===== src/rtl/mc_controller.sv =====
// Multicycle RV32I main control FSM: sequences fetch/decode/execute/memory/writeback and
// drives datapath enables, mux selects and ALUOp for the downstream ALU decoder.
module mc_controller (
    input  logic       clk,
    input  logic       reset,
    input  logic [6:0] op,
    input  logic       BranchCond,
    input  logic       MemReady,
    output logic       MemReq,
    output logic       PCWrite,
    output logic       AdrSrc,
    output logic       MemWrite,
    output logic       IRWrite,
    output logic       RegWrite,
    output logic [1:0] ResultSrc,
    output logic [1:0] ALUSrcA,
    output logic [1:0] ALUSrcB,
    output logic [1:0] ALUOp,
    output logic [2:0] ImmSrc,
    output logic       Illegal
);

    localparam logic [6:0] OpLoad   = 7'b0000011;
    localparam logic [6:0] OpStore  = 7'b0100011;
    localparam logic [6:0] OpR      = 7'b0110011;
    localparam logic [6:0] OpI      = 7'b0010011;
    localparam logic [6:0] OpBranch = 7'b1100011;
    localparam logic [6:0] OpJal    = 7'b1101111;
    localparam logic [6:0] OpJalr   = 7'b1100111;
    localparam logic [6:0] OpLui    = 7'b0110111;
    localparam logic [6:0] OpAuipc  = 7'b0010111;

    typedef enum logic [3:0] {
        StFetch, StDecode, StMemAdr, StMemRead, StMemWb, StMemWrite, StExecR, StExecI,
        StAluWb, StBranch, StJal, StJalr, StJalr2, StLui, StAuipc
    } state_e;

    state_e state_q, state_d;

    logic mem_req, pc_update, mem_write, ir_write, reg_write, illegal;

    always_ff @(posedge clk or posedge reset) begin
        if (reset) state_q <= StFetch;
        else       state_q <= state_d;
    end

    always_comb begin
        state_d = StFetch;
        case (state_q)
            StFetch:    state_d = MemReady ? StDecode : StFetch;
            StDecode: begin
                case (op)
                    OpLoad, OpStore: state_d = StMemAdr;
                    OpR:             state_d = StExecR;
                    OpI:             state_d = StExecI;
                    OpBranch:        state_d = StBranch;
                    OpJal:           state_d = StJal;
                    OpJalr:          state_d = StJalr;
                    OpLui:           state_d = StLui;
                    OpAuipc:         state_d = StAuipc;
                    default:         state_d = StFetch;
                endcase
            end
            StMemAdr:   state_d = op[5] ? StMemWrite : StMemRead;
            StMemRead:  state_d = MemReady ? StMemWb : StMemRead;
            StMemWb:    state_d = StFetch;
            StMemWrite: state_d = MemReady ? StFetch : StMemWrite;
            StExecR:    state_d = StAluWb;
            StExecI:    state_d = StAluWb;
            StAluWb:    state_d = StFetch;
            StBranch:   state_d = StFetch;
            StJal:      state_d = StAluWb;
            StJalr:     state_d = StJalr2;
            StJalr2:    state_d = StAluWb;
            StLui:      state_d = StAluWb;
            StAuipc:    state_d = StAluWb;
            default:    state_d = StFetch;
        endcase
    end

    always_comb begin
        mem_req   = 1'b0;
        pc_update = 1'b0;
        AdrSrc    = 1'b0;
        mem_write = 1'b0;
        ir_write  = 1'b0;
        reg_write = 1'b0;
        ResultSrc = 2'b00;
        ALUSrcA   = 2'b00;
        ALUSrcB   = 2'b00;
        ALUOp     = 2'b00;
        illegal   = 1'b0;
        case (state_q)
            StFetch: begin
                mem_req   = 1'b1;
                ALUSrcB   = 2'b10;
                ResultSrc = 2'b10;
                ir_write  = MemReady;
                pc_update = MemReady;
            end
            StDecode: begin
                ALUSrcA = 2'b01;
                ALUSrcB = 2'b01;
                case (op)
                    OpLoad, OpStore, OpR, OpI, OpBranch, OpJal, OpJalr, OpLui, OpAuipc:
                        illegal = 1'b0;
                    default: illegal = 1'b1;
                endcase
            end
            StMemAdr: begin
                ALUSrcA = 2'b10;
                ALUSrcB = 2'b01;
            end
            StMemRead: begin
                mem_req = 1'b1;
                AdrSrc  = 1'b1;
            end
            StMemWb: begin
                ResultSrc = 2'b01;
                reg_write = 1'b1;
            end
            StMemWrite: begin
                mem_req   = 1'b1;
                AdrSrc    = 1'b1;
                mem_write = 1'b1;
            end
            StExecR: begin
                ALUSrcA = 2'b10;
                ALUOp   = 2'b10;
            end
            StExecI: begin
                ALUSrcA = 2'b10;
                ALUSrcB = 2'b01;
                ALUOp   = 2'b10;
            end
            StAluWb: reg_write = 1'b1;
            StBranch: begin
                ALUSrcA = 2'b10;
                ALUOp   = 2'b01;
            end
            StJal, StJalr2: begin
                ALUSrcA   = 2'b01;
                ALUSrcB   = 2'b10;
                pc_update = 1'b1;
            end
            StJalr: begin
                ALUSrcA = 2'b10;
                ALUSrcB = 2'b01;
            end
            StLui: begin
                ALUSrcA = 2'b11;
                ALUSrcB = 2'b01;
            end
            StAuipc: begin
                ALUSrcA = 2'b01;
                ALUSrcB = 2'b01;
            end
            default: ;
        endcase
    end

    // Reset gates every side-effecting strobe so no partial access or write can complete.
    always_comb begin
        MemReq   = mem_req & ~reset;
        PCWrite  = (pc_update | ((state_q == StBranch) & BranchCond)) & ~reset;
        MemWrite = mem_write & ~reset;
        IRWrite  = ir_write & ~reset;
        RegWrite = reg_write & ~reset;
        Illegal  = illegal & ~reset;
    end

    always_comb begin
        case (op)
            OpLoad, OpI, OpJalr, OpR: ImmSrc = 3'b000;
            OpStore:                  ImmSrc = 3'b001;
            OpBranch:                 ImmSrc = 3'b010;
            OpJal:                    ImmSrc = 3'b011;
            OpLui, OpAuipc:           ImmSrc = 3'b100;
            default:                  ImmSrc = 3'bxxx;
        endcase
    end

endmodule


===== config.mk =====
export PLATFORM = sky130hd
export DESIGN_NAME = mc_controller
export DESIGN_NICKNAME = d
export VERILOG_FILES = /design/src/rtl/mc_controller.sv
export SDC_FILE = /design/constraint.sdc
export NUM_CORES = 1
export LEC_CHECK = 0
export BUFFER_PORTS_ARGS = -buffer_cell sky130_fd_sc_hd__clkbuf_2
export CAP_MARGIN = 20
export CORE_MARGIN = 4
export CORE_UTILIZATION = 50
export CTS_CLUSTER_SIZE = 28
export DETAILED_ROUTE_END_ITERATION = 6
export GPL_ROUTABILITY_DRIVEN = 0
export PLACE_DENSITY = 0.84
export REMOVE_ABC_BUFFERS = 1
export SLEW_MARGIN = 20
export SYNTH_ARGS = -nofsm -noshare
export SYNTH_HDL_FRONTEND = slang
export SYNTH_SLANG_ARGS = --single-unit

===== constraint.sdc =====
create_clock -name clk -period 3.1 [get_ports clk]
set_input_delay 0.62 -clock clk [delete_from_list [all_inputs] [get_ports clk]]
set_output_delay 0.62 -clock clk [all_outputs]
set_load 0.02 [all_outputs]

==> results_dict.tcl, run 1 <==
set metrics [dict create \
    status "completed" \
    fp.dieW_um 45.40 \
    dp_slack_ns 0.9843 \
    startpoint_type "flop" \
    yosysTopAreaCell "dfrtp_1" \
    synthArstFlopShare_pct 100.0 \
    insertion_delay_ns 0.25 \
    power.leakage_nw 0.3535 \
    wl_um 1841 \
    p_int_mw 0.1357 \
    synth_area_leaders "dfrtp_1 14%, nand2b_1 5.4%, a21oi_1 5.0%" \
    crit_path_max_fanout 19 \
    worstSetupPathType "reg2out" \
    die_area_um2 2061 \
    dp.cells 134 \
    wl_per_cell_um 13.44 \
    grt_pass1_vias 716 \
    r2r_end "state_q[0]" \
    n_antenna_cell 0 \
    final_cell_mix "28 x clkbuf_2, 8 x nand2_1, 7 x nor2_1, 7 x a21oi_1, 6 x nand2b_1" \
    ys.flop_type "dfrtp_1" \
    cts-buffers-inserted 3 \
    netSwitchingFraction_pct 41.22 \
    fin_util_pct 63.34 \
    path_cells "nor2_2 -> a21oi_1 -> o22ai_1 -> a31o_2 -> clkbuf_2" \
    finalSetupViolCount 0 \
    ys_seq_area_share_pct 14.31 \
    rr_worst_depth 4 \
    grt_remaining_overflow 0 \
    crit_cells 5 \
    hp-class "in2async" \
    power.share.clock_pct 30.5 \
    p_seq_share_pct 28.0 \
    clock_sinks 4 \
    vdd_drop_max_mv 0.2076 \
    synth_area_um2 699.4 \
    clockBufferDepth 2 \
    p_sw_mw 0.09516 \
    cts-root-buf "clkbuf_4" \
    ys_seq_elements 4 \
    detail_route.first_pass.iterations 4 \
    relSlewSlack_pct 62.29 \
    dpl-instance-area_um2 812.0 \
    netlist-cell-type-count 38 \
    synth_edf_count 0 \
    fp-row-count 13 \
    hold_violations 0 \
    worstMarginPinSlew_ns 0.5657 \
    antenna_found_initial 0 \
    drtIter0Drc 30 \
    worst_slack_ns 0.7064 \
    reg2reg_slack_ns 1.44 \
    ctsHoldBuffers 0 \
    rsz0062_at_grt "false" \
    synth_top_area_share_pct 14.31 \
    grtUsageTotal_pct 19.51 \
    reg_top3 "state_q (4)" \
    fin_nets 135 \
    avgSynthCellArea_um2 7.065 \
    syn_inst 99 \
    cts_resized 0 \
    io_pins 29 \
    clk_pin_slew_worst_paths_ns 0.05 \
    largest_reg_flops 4 \
    layout_min_cycle_time_ns 2.394 \
    critPathBufInv 1 \
    grt_max_degree 20 \
    instances_no_fill 137 \
    drt-vias-per-instance 5.912 \
    arrival_ns 1.77 \
    mostFrequentLayoutCell "clkbuf_2" \
    worstSetupEndpointType "output port" \
    max_stage_delay_ns 0.69 \
    tns_ns 0 \
    finalMaxSlewViolations 0 \
    area_delta_synth_final_pct 19.32 \
    max_freq_ghz 0.4178 \
    yosys_warnings 0 \
    crit_slowest_cell "dfrtp_1" \
    final.period_utilization_pct 77.21 \
    skew_ns 0.01015 \
    die_y_um 45.40 \
    postRouteAntennaNets 0 \
    crit_family "flip-flops" \
    vias 810 \
    power_frac_comb_pct 41.6 \
    final_area_um2 834.6 \
    core_area_um2 1318 \
    crit_required_ns 2.48 \
    rr_startpoint "state_q[1]" \
    cts_tree "yes" \
    port_buffers 28 \
    initial_core_util_pct 53.09 \
    top_register "state_q" \
    dp.final_hpwl_um 1361 \
    cts_setup_buffers 0 \
    grt_pass1_wl_um 3049 \
    ctsHtreeMaxLevel 1 \
    drcViolationCount 0 \
    max-cap-violations 0 \
    drive_above_1_share_pct 31.15 \
    pwr_density_cell_nw_per_um2 276.6 \
]
## per-layer routing
layer / up-vias / track usage (%) / part of all wire (%)
li1: 411 / - / -
met1: 364 / 23.98 / 42
met2: 33 / 35.10 / 50
met3: 2 / 2.372 / 6.8
met4: 0 / 5.263 / 0.92
met5: - / 0 / 0
## worst max path at each step
| stage | from | to |
|---|---|---|
| after floorplan | state_q[0] | IRWrite |
| after global placement | op[3] | Illegal |
| after detailed placement | op[3] | Illegal |
| after CTS | state_q[3] | PCWrite |
| after global routing | state_q[3] | PCWrite |
| final | state_q[3] | PCWrite |
## synthesized netlist by cell type (4+ instances only)
cell type  number
a21oi_1         7
a211oi_1        4
nand3_1         5
nand2b_1        6
buf_2           4
dfrtp_1         4
nor3_1          5
nor2_1          7
o21ai_0         4
nand2_1         8
nor3b_1         4
## area by class of cell
cell class	instances	area [um^2]
inverter	3	11.26
sequential	4	100.1
clock buffer	3	22.52
fill	131	483.0
timing repair buffer	28	140.1
multi-input combinational	84	541.8
tap	15	18.77
## power groups by stage
stage	Combinational (mW)	Clock, mW	Sequential, mW
floorplan	0.0629	0	0.0631
global placement	0.0939	0	0.0652
detailed placement	0.0958	0	0.0653
CTS	0.0961	0.0696	0.0646
global route	0.105	0.0723	0.0659
finish	0.0960	0.0703	0.0646
## through the flow
step,hold slack [ns],power [mW]
2_1_floorplan,0.4165,0.1261
3_3_place_gp,0.5837,0.1591
3_5_place_dp,0.5867,0.1611
4_1_cts,0.3285,0.2303
5_1_grt,0.3584,0.2433
6_report,0.3210,0.2308
## logic make-up (layout without fill, tap and decap cells)
group,count (synthesis),in the layout,synth area share (%)
flip-flops,4,4,14.31
multiplexers,3,3,4.294
AO/OA/AOI/OAI,27,27,25.94
buffers and inverters,11,34,8.228
XOR/XNOR,4,4,5.010
AND/OR/NAND/NOR,50,50,42.22
(Power assumes the default switching activity.)
==> inputs of run 2 (changes only) <==
- ABC_AREA: unset -> 1
- CORE_UTILIZATION: 50 -> 45
- PLACE_DENSITY: 0.84 -> 0.79
- clock period: 3.1 -> 2.4 ns (I/O delays scaled with it)
==> results_dict.tcl, run 2 <==
set metrics [dict create \
    grt_remaining_overflow 0 \
    p_int_mw 0.1948 \
    worstSetupEndpointType "output port" \
    crit_path_max_fanout 7 \
    rr_startpoint "state_q[3]" \
    netlist_top_cells_count "39 x nand2_1, 27 x nor2_1, 17 x inv_1" \
    yosys_warnings 0 \
    netSwitchingFraction_pct 48.24 \
    ys_seq_area_share_pct 16.36 \
    area_delta_synth_final_pct 29.65 \
    fp.dieW_um 44.88 \
    cts_resized 0 \
    reg_top3 "state_q (4)" \
    power.share.clock_pct 21.3 \
    final_cell_mix "39 x nand2_1, 28 x clkbuf_2, 27 x nor2_1, 17 x inv_1" \
    status "completed" \
    arrival_ns 1.51 \
    avgSynthCellArea_um2 4.974 \
    worstSetupPathType "reg2out" \
    grtUsageMet1_pct 18.69 \
    worstMarginPinSlew_ns 0.2470 \
    wl_um 1616 \
    cts_tree "yes" \
    vdd_drop_max_mv 0.1798 \
    reg2reg_slack_ns 1.24 \
    synthArstFlopShare_pct 100.0 \
    grt_max_degree 8 \
    drtIter0Drc 17 \
    die_area_um2 2014 \
    ctsHoldBuffers 0 \
    rr_worst_depth 7 \
    netlist-cell-type-count 18 \
    ys.flop_type "dfrtp_1" \
    grtUsageTotal_pct 17.49 \
    finalSetupViolCount 0 \
    grt_use_met3_pct 1.594 \
    drive_above_1_share_pct 29.87 \
    vias 816 \
    clk_pin_slew_worst_paths_ns 0.04 \
    met2_usage_pct 34.67 \
    postRouteAntennaNets 0 \
    io_pins 29 \
    max_freq_ghz 0.5028 \
    insertion_delay_ns 0.23 \
    max-cap-violations 0 \
    mostFrequentLayoutCell "nand2_1" \
    detail_route.first_pass.iterations 4 \
    p_seq_share_pct 23.0 \
    layout_min_cycle_time_ns 1.989 \
    rsz0062_at_grt "false" \
    finalMaxSlewViolations 0 \
    grt_pass1_wl_um 2704 \
    core_area_um2 1285 \
    cts-root-buf "clkbuf_4" \
    synth_area_leaders "nand2_1 24%, nor2_1 17%, dfrtp_1 16%" \
    skew_ns 0.002816 \
    hold_violations 0 \
    clock_sinks 4 \
    synth_area_um2 611.8 \
    cts-buffers-inserted 3 \
    yosysTopAreaCell "nand2_1" \
    p_sw_mw 0.1816 \
    die_y_um 44.88 \
    n_antenna_cell 0 \
    syn_inst 123 \
    wl_per_cell_um 9.562 \
    drcViolationCount 0 \
    antenna_found_initial 0 \
    port_buffers 28 \
    power_frac_comb_pct 55.6 \
    fin_nets 167 \
    startpoint_type "flop" \
    ctsHtreeMaxLevel 1 \
    power.leakage_nw 0.5368 \
    initial_core_util_pct 47.61 \
    largest_reg_flops 4 \
    pwr_density_cell_nw_per_um2 474.6 \
    relSlewSlack_pct 83.36 \
    final.period_utilization_pct 82.86 \
    busiest_layer "met2" \
    tns_ns 0 \
    dp.final_hpwl_um 1440 \
    ys_seq_elements 4 \
    worst_slack_ns 0.4113 \
    clockBufferDepth 2 \
    drt-vias-per-instance 4.828 \
    synth_most_common_cell "nand2_1" \
    fp-row-count 13 \
    synth_top_area_share_pct 23.93 \
    hp-class "in2async" \
    synth_edf_count 0 \
    cts_setup_buffers 0 \
    crit_required_ns 1.92 \
    top_register "state_q" \
    grt_pass1_vias 723 \
    dp_slack_ns 0.4644 \
    r2r_end "state_q[3]" \
]
## run 2: how the worst max path moves through the flow
stage	cells after the start	end	from
after floorplan	5	PCWrite	state_q[1]
after global placement	9	Illegal	op[1]
after detailed placement	9	Illegal	op[1]
after CTS	6	PCWrite	state_q[3]
after global routing	9	Illegal	op[1]
final	6	PCWrite	state_q[3]
## run 2: area by class of cell
class | instances | area [um^2]
Fill cell | 133 | 491.7
Tap cell | 15 | 18.77
Inverter | 23 | 86.33
Multi-Input combinational cell | 96 | 425.4
Timing Repair Buffer | 28 | 140.1
Clock buffer | 3 | 22.52
Sequential cell | 4 | 100.1
## run 2: per-layer routing
layer,wire (um),vias up,share of wire (%)
met4,0,0,0
met1,674,342,42
met5,0,-,0
li1,-,447,-
met3,112,0,6.9
met2,830,27,51
## run 2: kinds of logic (layout without fill, tap and decap cells)
kind of cell           after synthesis  after routing  share of synthesized area [%]
AOI/OAI and AO/OA                   11             11                          10.63
buffers and inverters               23             54                          14.11
and+or+nand+nor                     85             85                          58.90
DFF                                  4              4                          16.36
## run 2: power groups by stage
stage	clock network, mW	registers (mW)	logic (mW)
floorplan	0	0.0850	0.145
global route	0.0871	0.0881	0.231
CTS	0.0832	0.0865	0.211
finish	0.0803	0.0867	0.209
global placement	0	0.0874	0.207
detailed placement	0	0.0876	0.211
## run 2: critical path, stage by stage (launching register included)
cell      delay, ns
dfrtp_1        0.46
inv_2          0.12
nand2_2        0.08
nor2_2         0.17
nand2_2        0.09
a31oi_1        0.17
clkbuf_2       0.19
## run 2: per-stage QoR
stage | hold slack [ns] | utilization (%) | power (mW) | instance area [um^2] | std cells
2_1_floorplan | 0.2530 | - | 0.2298 | 611.8 | 123
3_3_place_gp | 0.4419 | 59.98 | 0.2944 | 770.7 | 166
3_5_place_dp | 0.4430 | 59.98 | 0.2983 | 770.7 | 166
4_1_cts | 0.1987 | 61.73 | 0.3810 | 793.3 | 169
5_1_grt | 0.2247 | 61.73 | 0.4064 | 793.3 | 169
6_report | 0.2039 | 61.73 | 0.3765 | 793.3 | 169
==> inputs of run 3 (changes only) <==
- CORE_UTILIZATION: 45 -> 40
- PLACE_DENSITY: 0.79 -> 0.74
- clock period: 2.4 -> 1.6 ns (I/O delays scaled with it)
==> results_dict.tcl, run 3 (same netlist as run 2, synthesis figures left out) <==
set metrics [dict create \
    status "complete, but fails checks" \
    violations "setup timing" \
    layout_min_cycle_time_ns 1.794 \
    grt_pass1_wl_um 3174 \
    fp.dieW_um 47.11 \
    mostFrequentLayoutCell "nand2_1" \
    wl_per_cell_um 12.52 \
    antenna_found_initial 0 \
    core_area_um2 1366 \
    grt_pass1_vias 855 \
    crit_path_max_fanout 5 \
    clockBufferDepth 2 \
    clk_pin_slew_worst_paths_ns 0.04 \
    insertion_delay_ns 0.24 \
    clock_sinks 4 \
    hp-class "in2async" \
    pwr_density_cell_nw_per_um2 748.8 \
    ctsHoldBuffers 0 \
    die_area_um2 2219 \
    tns_ns -1.389 \
    n_antenna_cell 0 \
    finalMaxSlewViolations 0 \
    fillers 90 \
    worstSetupPathType "reg2out" \
    power.total_mw 0.7916 \
    drtIter0Drc 22 \
    final_cell_mix "35 x nand2_1, 21 x nor2_1, 16 x inv_1, 16 x buf_4, 15 x clkbuf_2" \
    initial_core_util_pct 44.78 \
    reg_top3 "state_q (4)" \
    fin_nets 180 \
    cts_tree "yes" \
    skew_ns 0.01051 \
    dp.final_hpwl_um 1393 \
    port_buffers 28 \
    final.period_utilization_pct 112.1 \
    regArea_um2 105.1 \
    vdd_drop_max_mv 0.4979 \
    multiInputGateArea_um2 511.7 \
    relSlewSlack_pct 82.95 \
    grt_max_degree 8 \
    crit_required_ns 1.28 \
    die_y_um 47.11 \
    detail_route.first_pass.iterations 4 \
    worstMarginPinSlew_ns 0.2531 \
    postRouteAntennaNets 0 \
    io_pins 29 \
    top_register "state_q" \
    rsz0062_at_grt "true" \
    grtUsageTotal_pct 19.81 \
    arrival_ns 1.47 \
    drcViolationCount 0 \
    cts-buffers-inserted 3 \
    cts-root-buf "clkbuf_4" \
    power.leakage_nw 0.6275 \
    max-cap-violations 0 \
    grt_remaining_overflow 0 \
    startpoint_type "flop" \
    worst_slack_ns -0.1938 \
    drt-vias-per-instance 5.011 \
    hold_violations 0 \
    drive_above_1_share_pct 46.11 \
    max_freq_ghz 0.5575 \
    fp-row-count 13 \
    ctsHtreeMaxLevel 1 \
    vias 912 \
    finalSetupViolCount 13 \
    wl_um 2278 \
    largest_reg_flops 4 \
    area_delta_synth_final_pct 72.80 \
    worstSetupEndpointType "output port" \
]
==> run 3: changes by cell type in the layout (fill, tap and decap cells not counted), moves of 4 or more <==
cell / delta
nor2_4: +6
nand2_1: -4
nor2_1: -6
dfrtp_2: +4
buf_4: +16
clkbuf_2: -13
dfrtp_1: -4
buf_6: +7
==> run 3: report_power, final <==
part           switching (mW)  internal [mW]
Clock                  0.0450         0.0841
Combinational           0.291          0.233
Sequential             0.0248          0.114
==> run 3: layout make-up <==
class	count	share of cell area, %
Inverter	23	9.112
Tap cell	15	1.775
Clock buffer	3	2.130
Multi-Input combinational cell	96	48.40
Timing Repair Buffer	41	28.64
Sequential cell	4	9.941
==> run 3: repair_timing <==
item | in CTS | in global routing
gates resized for setup | 31 | 32
hold endpoints to repair | 0 | 0
setup endpoints to repair | 12 | 15
pin swaps | 7 | 5
buffers inserted | 8 | 3
==> run 3: worst paths after layout <==
kind                             from         end  slack [ns]  cells past startpoint
max reg2reg                state_q[3]  state_q[1]        0.31                      8
min in group clk             MemReady  state_q[2]        0.39                      3
min reg2reg                state_q[1]  state_q[3]        0.79                      5
min                             reset  state_q[2]        0.08                      2
max in group asynchronous       reset  state_q[1]        1.31                      2
max                        state_q[2]  ALUSrcA[1]       -0.19                      7
==> run 3: per-stage QoR <==
step	util, %	std cells	cell area, um^2	hold WS, ns	setup slack, ns
floorplan	-	123	611.8	0.09299	-0.1267
global placement	57.51	168	785.8	0.2771	0.06068
detailed placement	57.51	168	785.8	0.2787	0.02607
CTS	70.51	179	963.4	0.03633	-0.1418
global route	77.38	182	1057	0.07708	-0.2810
finish	77.38	182	1057	0.07577	-0.1938
==> run 3: layer usage <==
layer	wire, um	global-route usage, %	share of wire [%]
met5	0	0	0
met4	65	9.945	2.9
met3	137	2.682	6.0
met2	1196	39.84	53
met1	878	19.04	39
==> run 3: worst max-delay path, stage by stage (launching register included) <==
cell	delay [ns]
dfrtp_2	0.45
clkinv_4	0.11
nor2_4	0.15
nand2_1	0.09
nand2_1	0.09
clkinv_1	0.08
o211ai_1	0.09
buf_4	0.17
